$ cat src/rtl/mem_port_arbiter.sv
// rtl/mem_port_arbiter.sv - fetch/commit arbiter for the shared SRAM-like memory bus
//
// Ports:
//   clk, reset          rising-edge clock, asynchronous active-low reset
//   imem_*              fetch side: en/addr in, rd/dataOK out (reads only)
//   dmem_*              commit side: en/wt/size/addr/wd in, rd/dataOK out
//   flush               exception/ERET redirect; kills the in-flight fetch
//   bus_*               single-outstanding address/data phase memory bus
module mem_port_arbiter #(
    parameter int ADDR_W = 32,
    parameter int DATA_W = 32
) (
    input  logic              clk,
    input  logic              reset,
    input  logic              imem_en,
    input  logic [ADDR_W-1:0] imem_addr,
    output logic [DATA_W-1:0] imem_rd,
    output logic              imem_dataOK,
    input  logic              dmem_en,
    input  logic              dmem_wt,
    input  logic [1:0]        dmem_size,
    input  logic [ADDR_W-1:0] dmem_addr,
    input  logic [DATA_W-1:0] dmem_wd,
    output logic [DATA_W-1:0] dmem_rd,
    output logic              dmem_dataOK,
    input  logic              flush,
    output logic              bus_req,
    output logic              bus_wr,
    output logic [1:0]        bus_size,
    output logic [ADDR_W-1:0] bus_addr,
    output logic [DATA_W-1:0] bus_wdata,
    input  logic              bus_addr_ok,
    input  logic              bus_data_ok,
    input  logic [DATA_W-1:0] bus_rdata
);

    typedef enum logic [1:0] {
        IDLE = 2'd0,
        ADDR = 2'd1,
        DATA = 2'd2
    } state_t;

    localparam logic SIDE_I = 1'b0;
    localparam logic SIDE_D = 1'b1;

    state_t            state;
    state_t            state_nx;
    logic              owner;
    logic              last;
    logic              discard;
    logic              cmd_wr;
    logic [1:0]        cmd_size;
    logic [ADDR_W-1:0] cmd_addr;
    logic [DATA_W-1:0] cmd_wdata;

    logic              i_pend;
    logic              d_pend;
    logic              grant;
    logic              grant_side;
    logic              done;

    always_comb begin
        i_pend     = imem_en & ~flush;
        d_pend     = dmem_en;
        grant      = 1'b0;
        grant_side = SIDE_I;
        state_nx   = state;
        case (state)
            IDLE: begin
                if (i_pend | d_pend) begin
                    grant = 1'b1;
                    // On a tie the side that did not win last time goes first.
                    if (i_pend & d_pend) begin
                        grant_side = ~last;
                    end else begin
                        grant_side = d_pend;
                    end
                    state_nx = ADDR;
                end
            end
            ADDR: begin
                if (bus_addr_ok) begin
                    state_nx = DATA;
                end
            end
            DATA: begin
                if (bus_data_ok) begin
                    state_nx = IDLE;
                end
            end
            default: begin
                state_nx = IDLE;
            end
        endcase
    end

    always_ff @(posedge clk or negedge reset) begin
        if (!reset) begin
            state     <= IDLE;
            owner     <= SIDE_I;
            last      <= SIDE_I;
            discard   <= 1'b0;
            cmd_wr    <= 1'b0;
            cmd_size  <= 2'd0;
            cmd_addr  <= '0;
            cmd_wdata <= '0;
        end else begin
            state <= state_nx;
            if (grant) begin
                owner     <= grant_side;
                last      <= grant_side;
                discard   <= 1'b0;
                cmd_wr    <= (grant_side == SIDE_D) ? dmem_wt : 1'b0;
                cmd_size  <= (grant_side == SIDE_D) ? dmem_size : 2'd2;
                cmd_addr  <= (grant_side == SIDE_D) ? dmem_addr : imem_addr;
                cmd_wdata <= (grant_side == SIDE_D) ? dmem_wd : '0;
            end else if (state == DATA && bus_data_ok) begin
                discard <= 1'b0;
            end else if ((state == ADDR || state == DATA) && owner == SIDE_I && flush) begin
                // The bus request cannot be withdrawn, so a killed fetch
                // runs to completion and its data is dropped.
                discard <= 1'b1;
            end
        end
    end

    assign bus_req   = (state == ADDR);
    assign bus_wr    = cmd_wr;
    assign bus_size  = cmd_size;
    assign bus_addr  = cmd_addr;
    assign bus_wdata = cmd_wdata;

    // bus_data_ok outside DATA cannot belong to our transaction.
    assign done        = (state == DATA) & bus_data_ok;
    assign imem_dataOK = done & (owner == SIDE_I) & ~discard & ~flush;
    assign dmem_dataOK = done & (owner == SIDE_D);

    assign imem_rd = bus_rdata;
    assign dmem_rd = bus_rdata;

endmodule

$ cat config.mk
export PLATFORM = sky130hd
export DESIGN_NAME = mem_port_arbiter
export DESIGN_NICKNAME = d
export VERILOG_FILES = /design/src/rtl/mem_port_arbiter.sv
export SDC_FILE = /design/constraint.sdc
export NUM_CORES = 1
export LEC_CHECK = 0
export ABC_CLOCK_PERIOD_IN_PS = 1800
export BUFFER_PORTS_ARGS = -buffer_cell sky130_fd_sc_hd__buf_2
export CAP_MARGIN = 20
export CORE_AREA = 2 2 105 107
export CTS_CLUSTER_SIZE = 16
export DETAILED_ROUTE_END_ITERATION = 16
export DIE_AREA = 0 0 107 109
export MAX_ROUTING_LAYER = met4
export PLACE_DENSITY = 0.75
export SLEW_MARGIN = 10
export SYNTH_ARGS = -nofsm -noshare
export SYNTH_HDL_FRONTEND = slang
export SYNTH_SLANG_ARGS = --single-unit
$ cat constraint.sdc
create_clock -name clk -period 1.8 [get_ports clk]
set_input_delay 0.18 -clock clk [delete_from_list [all_inputs] [get_ports clk]]
set_output_delay 0.18 -clock clk [all_outputs]
set_load 0.05 [all_outputs]
After elaboration in Yosys (flattened, before gate mapping)
Index checks and enable logic that the tools add are counted.
- word-level logic and storage cells: 46
- input bits: 138
- output and inout bits: 134
- register bits after elaboration: 71
- multiplexer cells: 16
- reductions and logical operators: 7
- bitwise gates (word level): 11
- eq/ne operators: 5
- operators by type and width (operator ; count):
    two-way mux 32 bit ; 2
    two-way mux 1 bit ; 9
    two-way mux 2 bit ; 4
    bitwise AND 1 bit ; 7
    one-hot mux 2 bit (3 select lines) ; 1
    inequality test 2 bit (second input constant) ; 2
    logical AND 1 bit ; 3
    inverter 1 bit ; 3
    AND reduction 3 bit ; 1
    nonzero test 3 bit ; 1
    equality test 2 x 1 -> 1 bit (second input constant) ; 1
    equality test 2 bit (second input constant) ; 1
    zero test 2 bit ; 1
    inequality test 2 x 1 -> 1 bit (second input constant) ; 1
    logical OR 1 bit ; 1
    bitwise OR 1 bit ; 1

Depth between registers and ports, before layout
Gate-level depths: netlist (run 1).
- word-level depth: 7
- gate-level depth with buffers: 7
- gate-level depth less buffers: 5

Least setup slack after synthesis (run 1)
No wires, ideal clock.
- kind: flip-flop to output port
- start: register state[0]
- end: output imem_dataOK
- path slack: -534 ps
- cell stages (with the launch flop): 5
- arrival time: 2154 ps
- data required time: 1620 ps
- buffers on the path: 0
- cell sequence: dfrtp_1 inv_1 ha_1 nand2_1 nor4_1
- cells in the longest elaborated chain, start to end: 5
- RTL lines (element ; RTL line ; RTL):
    from (decl) ; 46 ; state_t state;
    from (signal assigned) ; 108 ; state <= state_nx;
    equality test 2 bit ; 134 ; assign done = (state == DATA) & bus_data_ok;
    bitwise AND 1 bit ; 134 ;
    bitwise AND 1 bit (3 in a row) ; 135 ; assign imem_dataOK = done & (owner == SIDE_I) & ~discard & ~flush;
    to (decl) ; 18 ; output logic imem_dataOK,
Every way passes these cells.

Worst setup path after layout (run 1)
Ends and elaborated chain as after synthesis.

==> results of run 1 <==
## registers in the layout (all words and copies together), names as in the netlist
name,count
bus_wr,1
discard,1
last,1
state,2
bus_wdata,32
bus_size,2
bus_addr,32
## cell usage in the layout (no fill, tap or decap), drive strengths merged, types with 2 or more instances in the layout
cell and count:
o21ai 34, nand2 34, clkinv 5, and3b 2, inv 3, o221a 32
mux2 2, nor2 2, a22o 34, nor2b 3, dfrtp 71, clkbuf 10
buf 186, ha 5, a2bb2oi 32
## power by group through the flow
| stage | sequential (W) | clock, W | combinational (W) |
|---|---|---|---|
| finish | 0.00277 | 0.00115 | 0.00582 |
| floorplan | 0.00510 | 0 | 0.00252 |
| detailed placement | 0.00277 | 0 | 0.00588 |
| CTS | 0.00277 | 0.00119 | 0.00587 |
| global route | 0.00285 | 0.00128 | 0.00615 |
| global placement | 0.00276 | 0 | 0.00575 |
## worst max path at each step
stage                               endpoint  cells after the start  slack [ns]
finish                           imem_dataOK                      5        0.13
global route         bus_addr[1]$_DFFE_PN0P_                      6      -0.006
CTS                              imem_dataOK                      5       0.002
detailed placement  bus_addr[12]$_DFFE_PN0P_                      6         0.1
global placement    bus_addr[11]$_DFFE_PN0P_                      6        0.20
floorplan                        imem_dataOK                      4        0.05
## repair_timing
item,in CTS,in global routing
hold buffers,1,0
gates resized for setup,0,5
endpoints found under the setup margin,0,28
endpoints found under the hold margin,30,0
## layout make-up
type | instances | area, sq um
repair buffers | 187 | 1060
clock buffers | 10 | 138
well taps | 140 | 175
multi-input cells | 187 | 1580
inverters | 3 | 11.3
fillers | 983 | 5820
flip-flops and latches | 71 | 1780
clock inverters | 6 | 36.3
## critical path, cell delays in order, from the launching register on
cell and delay, ns:
dfrtp_1 0.43, inv_2 0.10, ha_2 0.19, nand2_1 0.07
nor4_2 0.13, buf_4 0.24
## routing by layer
metal / GRT usage [%] / up-vias / routed length [um]
met5: - / - / 0
met4: 7.51 / 0 / 134
met3: 5.74 / 18 / 845
met2: 29.3 / 156 / 4940
met1: 20.8 / 1540 / 4190
li1: - / 1462 / -
## metrics by stage
| stage | util, % | TNS [ns] | power [W] | worst slack [ns] | std cells |
|---|---|---|---|---|---|
| floorplan | - | 0 | 0.00762 | 0.0509 | 359 |
| global route | 45.1 | -0.00643 | 0.0103 | -0.00643 | 604 |
| global placement | 43.3 | 0 | 0.00851 | 0.205 | 587 |
| finish | 45.1 | 0 | 0.00973 | 0.129 | 604 |
| CTS | 45.0 | 0 | 0.00983 | 0.00151 | 604 |
| detailed placement | 43.3 | 0 | 0.00864 | 0.0998 | 587 |
## cell families after synthesis
kind of cell	after synthesis	share of synthesized area, %
adders and majority gates	5	1.55
buffers and inverters	101	17.3
DFF	71	44.0
and+or+nand+nor	44	5.05
muxes	2	0.557
AOI/OAI and AO/OA	136	31.6
==> results.toml, run 1 <==
[sta]
slew_viol_final = 0
tightest_slew_ns = 0.844
whs_ns = 0.0429
fin_crit_ns = 1.67
hold_viol = 0
min_period_over_period_pct = 92.9
setup_violations = 0
finClkSkew_ns = 0.00768
relSlewSlack_pct = 43.5
fmax_mhz = 598

[detailed_routing]
vias = 3176
drc_errors = 0
routedWlPerCell_um = 16.7
ant_nets = 0
vias_per_cell = 5.26
dr.pass1.iters = 4
wl_um = 10100
drt_iter0_drc = 262

[synthesis]
synth_top_area_cell = "dfrtp_1"
ys_ff_latch = 71
async_flop_share_pct = 100
yosys_warnings = 0
yosys-top-cells-count = "dfrtp_1 (71), buf_4 (69), a22o_1 (34)"
ys_seq_area_share_pct = 44.0
synth_top_cell_area_share_pct = 44.0
syn_inst = 359
synth_nets = 502
ys_types = 31
ys.flop_type = "dfrtp_1"
syn_area_sq_um = 4040
yosysMostFrequentCell = "dfrtp_1"
synth_edf_count = 0
netlist_top_cells_area = "dfrtp_1 (44%), buf_4 (13%), o221a_1 (8.4%)"
syn_avg_cell_area_sq_um = 11.3

[pwr]
netSwitchingPower_w = 0.00497
pwr-share-clk_pct = 11.8
p_per_area_nw_per_um2 = 2040
combinationalPowerShare_pct = 59.8
irDropWorstVdd_v = 0.00101
power_leakage_nw = 2.28
p_sw_share_pct = 51.0
power_frac_seq_pct = 28.5
p_int_w = 0.00477

[min_path]
hold_path_depth = 2
hp-class = "input pin to flop"
hp-start = "dmem_wd[26]"
hold_path_end = "bus_wdata[26]$_DFFE_PN0P_"

[cts]
clkLatencyLatePin_ns = 0.34
cts_tree = "yes"
root_buffer = "clkbuf_8"
clkTransAtPathRegs_ns = 0.08
clock_sinks = 71
cts_buffer_depth = 2
cts_setup_buffers = 0
htreeDepth = 3
cts_buffers = 9

[floorplan]
dieArea_sq_um = 11700
num_rows = 38
initial_utilization_pct = 38.1
fp.coreArea_sq_um = 10600
io_pins = 272
die_h_um = 109
fp.dieW_um = 107

[worst_setup_path]
required_ns = 1.62
r2r_cells = 6
crit_fanout = 4
crit_type = "flop to output port"
r2r_start = "state[1]$_DFFE_PN0P_"
crit_start = "state[0]$_DFFE_PN0P_"
cp.arrival_ns = 1.49
r2r-end = "bus_addr[1]$_DFFE_PN0P_"
regToRegSetupSlack_ns = 0.15
critPathLaunchType = "flop"
end_kind = "output port"

[global_routing]
grt_pass1_wl_um = 15900
antenna_found_initial = 0
grt_pass1_vias = 3229
gr-usage-all-layers_pct = 18.1
grt_max_degree = 61
grt-ovfl-total = 0

[cells_and_area]
diodes = 0
areaGrowthSynthToFinish_pct = 18.2
design_area_sq_um = 4780
nets = 602
drive_gt1_share_pct = 50.2

[place]
dp_hpwl_um = 7160
place_congestion = 0.746
io_buffers = 175
place_area_sq_um = 4590

[run_status]
status = "finished, final reports clean"

[job]
cap_violations = 0
No activity file was read; power rests on OpenSTA's default activity.
==> inputs of run 2 (changes only) <==
--- a/config.mk
+++ b/config.mk
@@ -8,12 +8,12 @@
 export ABC_CLOCK_PERIOD_IN_PS = 1800
 export BUFFER_PORTS_ARGS = -buffer_cell sky130_fd_sc_hd__buf_2
 export CAP_MARGIN = 20
-export CORE_AREA = 2 2 105 107
+export CORE_AREA = 2 2 106 108
+export CTS_BUF_LIST = sky130_fd_sc_hd__clkbuf_8
 export CTS_CLUSTER_SIZE = 16
 export DETAILED_ROUTE_END_ITERATION = 16
-export DIE_AREA = 0 0 107 109
-export MAX_ROUTING_LAYER = met4
-export PLACE_DENSITY = 0.75
+export DIE_AREA = 0 0 108 110
+export PLACE_DENSITY = 0.74
 export SLEW_MARGIN = 10
 export SYNTH_ARGS = -nofsm -noshare
 export SYNTH_HDL_FRONTEND = slang
==> run 2 against run 1 <==
Against the previous run: global-route usage decreased by 1.7 points; combinational power shrank 2%; total power rose by 0.25%; flip-flop and latch count is the same; largest power group unchanged.
==> results.toml, run 2 (synthesized netlist as in run 1, its figures left out) <==
[place]
dp_hpwl_um = 7080
place_congestion = 0.781
io_buffers = 175

[sta]
relSlewSlack_pct = 41.6
finClkSkew_ns = 0.0128
fmax_mhz = 583
hold_viol = 0
whs_ns = 0.0402
min_period_over_period_pct = 95.3
setup_violations = 0
fin_crit_ns = 1.71
grt_setup_unrepaired = "no"
fin_setup_tns_ns = 0
slew_viol_final = 0
tightest_slew_ns = 0.873

[detailed_routing]
drt_iter0_drc = 202
dr.pass1.iters = 4
vias = 3177
wl_um = 10000
vias_per_cell = 5.30
ant_nets = 0
routedWlPerCell_um = 16.7
drc_errors = 0

[min_path]
hp-start = "dmem_wd[27]"
hp-class = "input pin to flop"
hold_path_depth = 2
hold_path_end = "bus_wdata[27]$_DFFE_PN0P_"

[cts]
clock_sinks = 71
clkTransAtPathRegs_ns = 0.09
cts_tree = "yes"
cts_setup_buffers = 0
cts_buffer_depth = 2
root_buffer = "clkbuf_8"
cts_buffers = 9
clkLatencyLatePin_ns = 0.35
htreeDepth = 3

[cells_and_area]
drive_gt1_share_pct = 49.6
nets = 599
fill_cells = 1020
final_common_cell = "buf_2"
layout_common_cells = "buf_2 (173), dfrtp_1 (71), a22o_1 (34)"
diodes = 0
multiInputGateArea_sq_um = 1580
areaGrowthSynthToFinish_pct = 17.3
regArea_sq_um = 1780

[pwr]
pwr-share-clk_pct = 12.9
irDropWorstVdd_v = 0.000960
p_int_w = 0.00481
power_frac_seq_pct = 28.4
combinationalPowerShare_pct = 58.7
p_per_area_nw_per_um2 = 2060
netSwitchingPower_w = 0.00495
power_leakage_nw = 2.26
p_sw_share_pct = 50.7
power_w = 0.00976

[worst_setup_path]
end_kind = "output port"
crit_type = "flop to output port"
r2r-end = "bus_addr[10]$_DFFE_PN0P_"
regToRegSetupSlack_ns = 0.15
crit_slowest_cell = "dfrtp_1"
slowest_delay_ns = 0.42
required_ns = 1.62
critPathLaunchType = "flop"
r2r_cells = 5
cp_cell_sequence = "inv_2, ha_1, nand2_1, nor4_2, buf_4"
cp.arrival_ns = 1.53
r2r_start = "state[1]$_DFFE_PN0P_"
crit_fanout = 4

[run_status]
status = "finished, final reports clean"

[global_routing]
antenna_found_initial = 0
grt-ovfl-total = 0
grt_max_degree = 66
gr-usage-all-layers_pct = 16.4
grt_pass1_wl_um = 15300
grt_pass1_vias = 3033

[floorplan]
die_h_um = 110
initial_utilization_pct = 37.8
fp.dieW_um = 108
dieArea_sq_um = 11900
fp.coreArea_sq_um = 10700
num_rows = 38
io_pins = 272

[job]
cap_violations = 0
## run 2: area by class of cell
cell class	instances	area share [%]
clock inverter	6	1.32
clock buffer	9	2.61
timing repair buffer	184	21.4
sequential	71	37.5
tap	140	3.69
multi-input combinational	187	33.3
inverter	3	0.238
## run 2: metal layers
layer | share of wire, % | global-route usage [%]
met2 | 48 | 26.5
met4 | 1.5 | 7.05
met3 | 9.2 | 4.70
met1 | 42 | 20.6
met5 | 0 | 0
## run 2: what timing repair did
| action | in CTS | in global routing |
|---|---|---|
| endpoints found under the hold margin | 31 | 0 |
| endpoints found under the setup margin | 1 | 17 |
| resized for setup | 1 | 2 |
| pin swaps | 0 | 0 |
| hold buffers | 1 | 0 |
## run 2: power groups by stage
stage / Clock [W] / Combinational (W) / Sequential (W)
final: 0.00126 / 0.00573 / 0.00277
after detailed placement: 0 / 0.00580 / 0.00278
after floorplan: 0 / 0.00252 / 0.00510
after CTS: 0.00130 / 0.00579 / 0.00277
after global placement: 0 / 0.00567 / 0.00277
after global routing: 0.00137 / 0.00606 / 0.00287
## run 2: how the worst max path moves through the flow
stage / endpoint / cells past startpoint / from
2_1_floorplan: imem_dataOK / 4 / state[0]$_DFFE_PN0P_
3_3_place_gp: bus_size[1]$_DFFE_PN0P_ / 5 / state[0]$_DFFE_PN0P_
3_5_place_dp: bus_addr[23]$_DFFE_PN0P_ / 6 / state[1]$_DFFE_PN0P_
4_1_cts: imem_dataOK / 5 / state[0]$_DFFE_PN0P_
5_1_grt: bus_addr[23]$_DFFE_PN0P_ / 6 / state[1]$_DFFE_PN0P_
6_report: imem_dataOK / 5 / state[0]$_DFFE_PN0P_
## run 2: critical path, delay by kind of cell (launching register included)
kind	cells	cell delay, ns
adders and majority gates	1	0.18
buffers and inverters	2	0.33
and+or+nand+nor	2	0.25
DFF	1	0.42
## run 2: stage by stage
stage	worst slack (ns)	instance area, sq um	util (%)	cells
global route	0.00593	4740	44.3	600
floorplan	0.0509	4050	-	359
detailed placement	0.0532	4540	42.4	584
finish	0.0851	4740	44.3	600
global placement	0.156	4540	42.4	584
CTS	0.0107	4740	44.3	600
==> inputs of run 3 (changes only) <==
--- a/config.mk
+++ b/config.mk
@@ -6,14 +6,13 @@
 export NUM_CORES = 1
 export LEC_CHECK = 0
 export ABC_CLOCK_PERIOD_IN_PS = 1800
-export BUFFER_PORTS_ARGS = -buffer_cell sky130_fd_sc_hd__buf_2
 export CAP_MARGIN = 20
 export CORE_AREA = 2 2 106 108
 export CTS_BUF_LIST = sky130_fd_sc_hd__clkbuf_8
 export CTS_CLUSTER_SIZE = 16
 export DETAILED_ROUTE_END_ITERATION = 16
 export DIE_AREA = 0 0 108 110
-export PLACE_DENSITY = 0.74
+export DONT_BUFFER_PORTS = 1
 export SLEW_MARGIN = 10
 export SYNTH_ARGS = -nofsm -noshare
 export SYNTH_HDL_FRONTEND = slang
==> run 3 against run 2 <==
Against the previous run: the run now ends with negative hold slack left; clock skew fell by 0.0037 ns; global-route usage is 0.18 points higher; total power shrank 3.5%; sequential power increased by 90%; flip-flop and latch count did not move; worst setup slack worse by 0.013 ns; critical endpoint unchanged; largest cell class unchanged; highest routed layer unchanged.
==> results.toml, run 3 (synthesized netlist as in run 1, its figures left out) <==
[run_status]
status = "complete, but fails checks"
violations = "negative hold slack"

[min_path]
hp-class = "input pin to async pin"

[floorplan]
fp.coreArea_sq_um = 10700
initial_utilization_pct = 37.8
num_rows = 38
dieArea_sq_um = 11900
io_pins = 272
die_h_um = 110
fp.dieW_um = 108

[global_routing]
grt_pass1_vias = 2813
grt-ovfl-total = 0
antenna_found_initial = 0
grt_max_degree = 72
grt_pass1_wl_um = 14900
gr-usage-all-layers_pct = 16.6

[sta]
relSlewSlack_pct = 42.1
finClkSkew_ns = 0.00904
whs_ns = -0.480
fin_setup_tns_ns = 0
fin_crit_ns = 1.73
min_period_over_period_pct = 96.0
grt_setup_unrepaired = "yes"
slew_viol_final = 0
fmax_mhz = 579
hold_viol = 71
tightest_slew_ns = 0.865
setup_violations = 0

[detailed_routing]
ant_nets = 0
dr.pass1.iters = 4
wl_um = 10300
routedWlPerCell_um = 21.1
vias = 2796
drc_errors = 0
drt_iter0_drc = 207
vias_per_cell = 5.73

[cells_and_area]
drive_gt1_share_pct = 17.0
fill_cells = 985
layout_common_cells = "dfrtp_1 (71), dlygate4sd3_1 (60), a22o_1 (34)"
nets = 486
areaGrowthSynthToFinish_pct = 11.4
design_area_sq_um = 4500
final_common_cell = "dfrtp_1"
final_core_util_pct = 42.1
diodes = 0
regArea_sq_um = 1780
multiInputGateArea_sq_um = 1600

[worst_setup_path]
cp.arrival_ns = 1.55
cp_num_buf_inv = 2
crit_fanout = 4
cp_cell_sequence = "inv_2, ha_2, nand2_1, nor4_2, buf_4"
slowest_delay_ns = 0.43
required_ns = 1.62
crit_type = "flop to output port"
crit_slowest_cell = "dfrtp_1"
worst_path_dominant_cell_family = "flip-flops"
end_kind = "output port"
critPathLaunchType = "flop"

[cts]
clock_sinks = 71
root_buffer = "clkbuf_8"
cts_buffer_depth = 2
clkTransAtPathRegs_ns = 0.09
cts_tree = "yes"
cts_buffers = 9
clkLatencyLatePin_ns = 0.35
hold_buffers = 60
htreeDepth = 3

[pwr]
irDropWorstVdd_v = 0.000841
power_frac_seq_pct = 56.0
netSwitchingPower_w = 0.00489
pwr-share-clk_pct = 14.3
p_int_w = 0.00452
combinationalPowerShare_pct = 29.8
p_per_area_nw_per_um2 = 2090
power_leakage_nw = 1.83
p_sw_share_pct = 52.0

[job]
cap_violations = 0

[place]
dp_hpwl_um = 6070
place_congestion = 0.732
place_area_sq_um = 3630
io_buffers = 0
==> run 3: changes by cell type in the layout (fill, tap and decap cells not counted), sizes merged <==
cell	change
buf	-174
dlygate4sd3	+59
clkinvlp	-2
bufbuf	+1
clkbuf	+1
clkinv	+1
inv	+1
nor2	+1
==> run 3: path summary, 6_finish.rpt <==
kind / startpoint / endpoint / slack [ns] / cells after the start
setup / recovery: state[0]$_DFFE_PN0P_ / imem_dataOK / 0.07 / 5
hold / removal: reset / bus_addr[13]$_DFFE_PN0P_ / -0.48 / 0
setup reg to reg: state[1]$_DFFE_PN0P_ / bus_addr[0]$_DFFE_PN0P_ / 0.12 / 6
hold reg to reg: state[1]$_DFFE_PN0P_ / state[1]$_DFFE_PN0P_ / 0.55 / 1
max in group asynchronous: reset / bus_wdata[10]$_DFFE_PN0P_ / 2.17 / 0
min in group clk: imem_addr[20] / bus_addr[20]$_DFFE_PN0P_ / 0.02 / 2
==> run 3: power by group through the flow <==
stage               clock [W]  combinational [W]  sequential, W
floorplan                   0            0.00252        0.00510
global placement            0            0.00243        0.00529
detailed placement          0            0.00252        0.00527
CTS                   0.00139            0.00275        0.00526
global route          0.00147            0.00303        0.00537
finish                0.00134            0.00280        0.00527
==> run 3: worst reg2reg max path: stages, from the launching register on <==
cell       delay [ns]
dfrtp_1          0.41
inv_1            0.17
ha_4             0.20
buf_12           0.17
a21boi_4         0.25
buf_12           0.21
a2bb2oi_1        0.19
==> run 3: layout make-up <==
| cell class | instances | area share (%) |
|---|---|---|
| inverters | 3 | 0.250 |
| clock inverters | 6 | 1.53 |
| flip-flops and latches | 71 | 39.5 |
| clock buffers | 10 | 3.06 |
| repair buffers | 70 | 16.2 |
| multi-input cells | 188 | 35.6 |
| well taps | 140 | 3.89 |
==> run 3: per-layer routing <==
metal  up-vias  wire length (um)  GRT usage [%]
met5         -                 0              0
li1       1233                 -              -
met2       184              4960           27.7
met4         0               160           5.86
met3        20              1100           7.52
met1      1359              4060           18.9
==> run 3: repair_timing <==
item | CTS | global route
setup buffers | 0 | 0
endpoints found under the setup margin | 24 | 52
pin swaps | 1 | 1
cloned | 1 | 1
endpoints found under the hold margin | 131 | 71
resized for setup | 2 | 6
==> run 3: through the flow <==
stage	total power (W)	instances	worst slack, ns
detailed placement	0.00779	410	-0.00642
global placement	0.00772	410	0.0407
global route	0.00987	488	-0.0296
floorplan	0.00762	359	0.0509
CTS	0.00940	487	-0.0200
finish	0.00941	488	0.0725
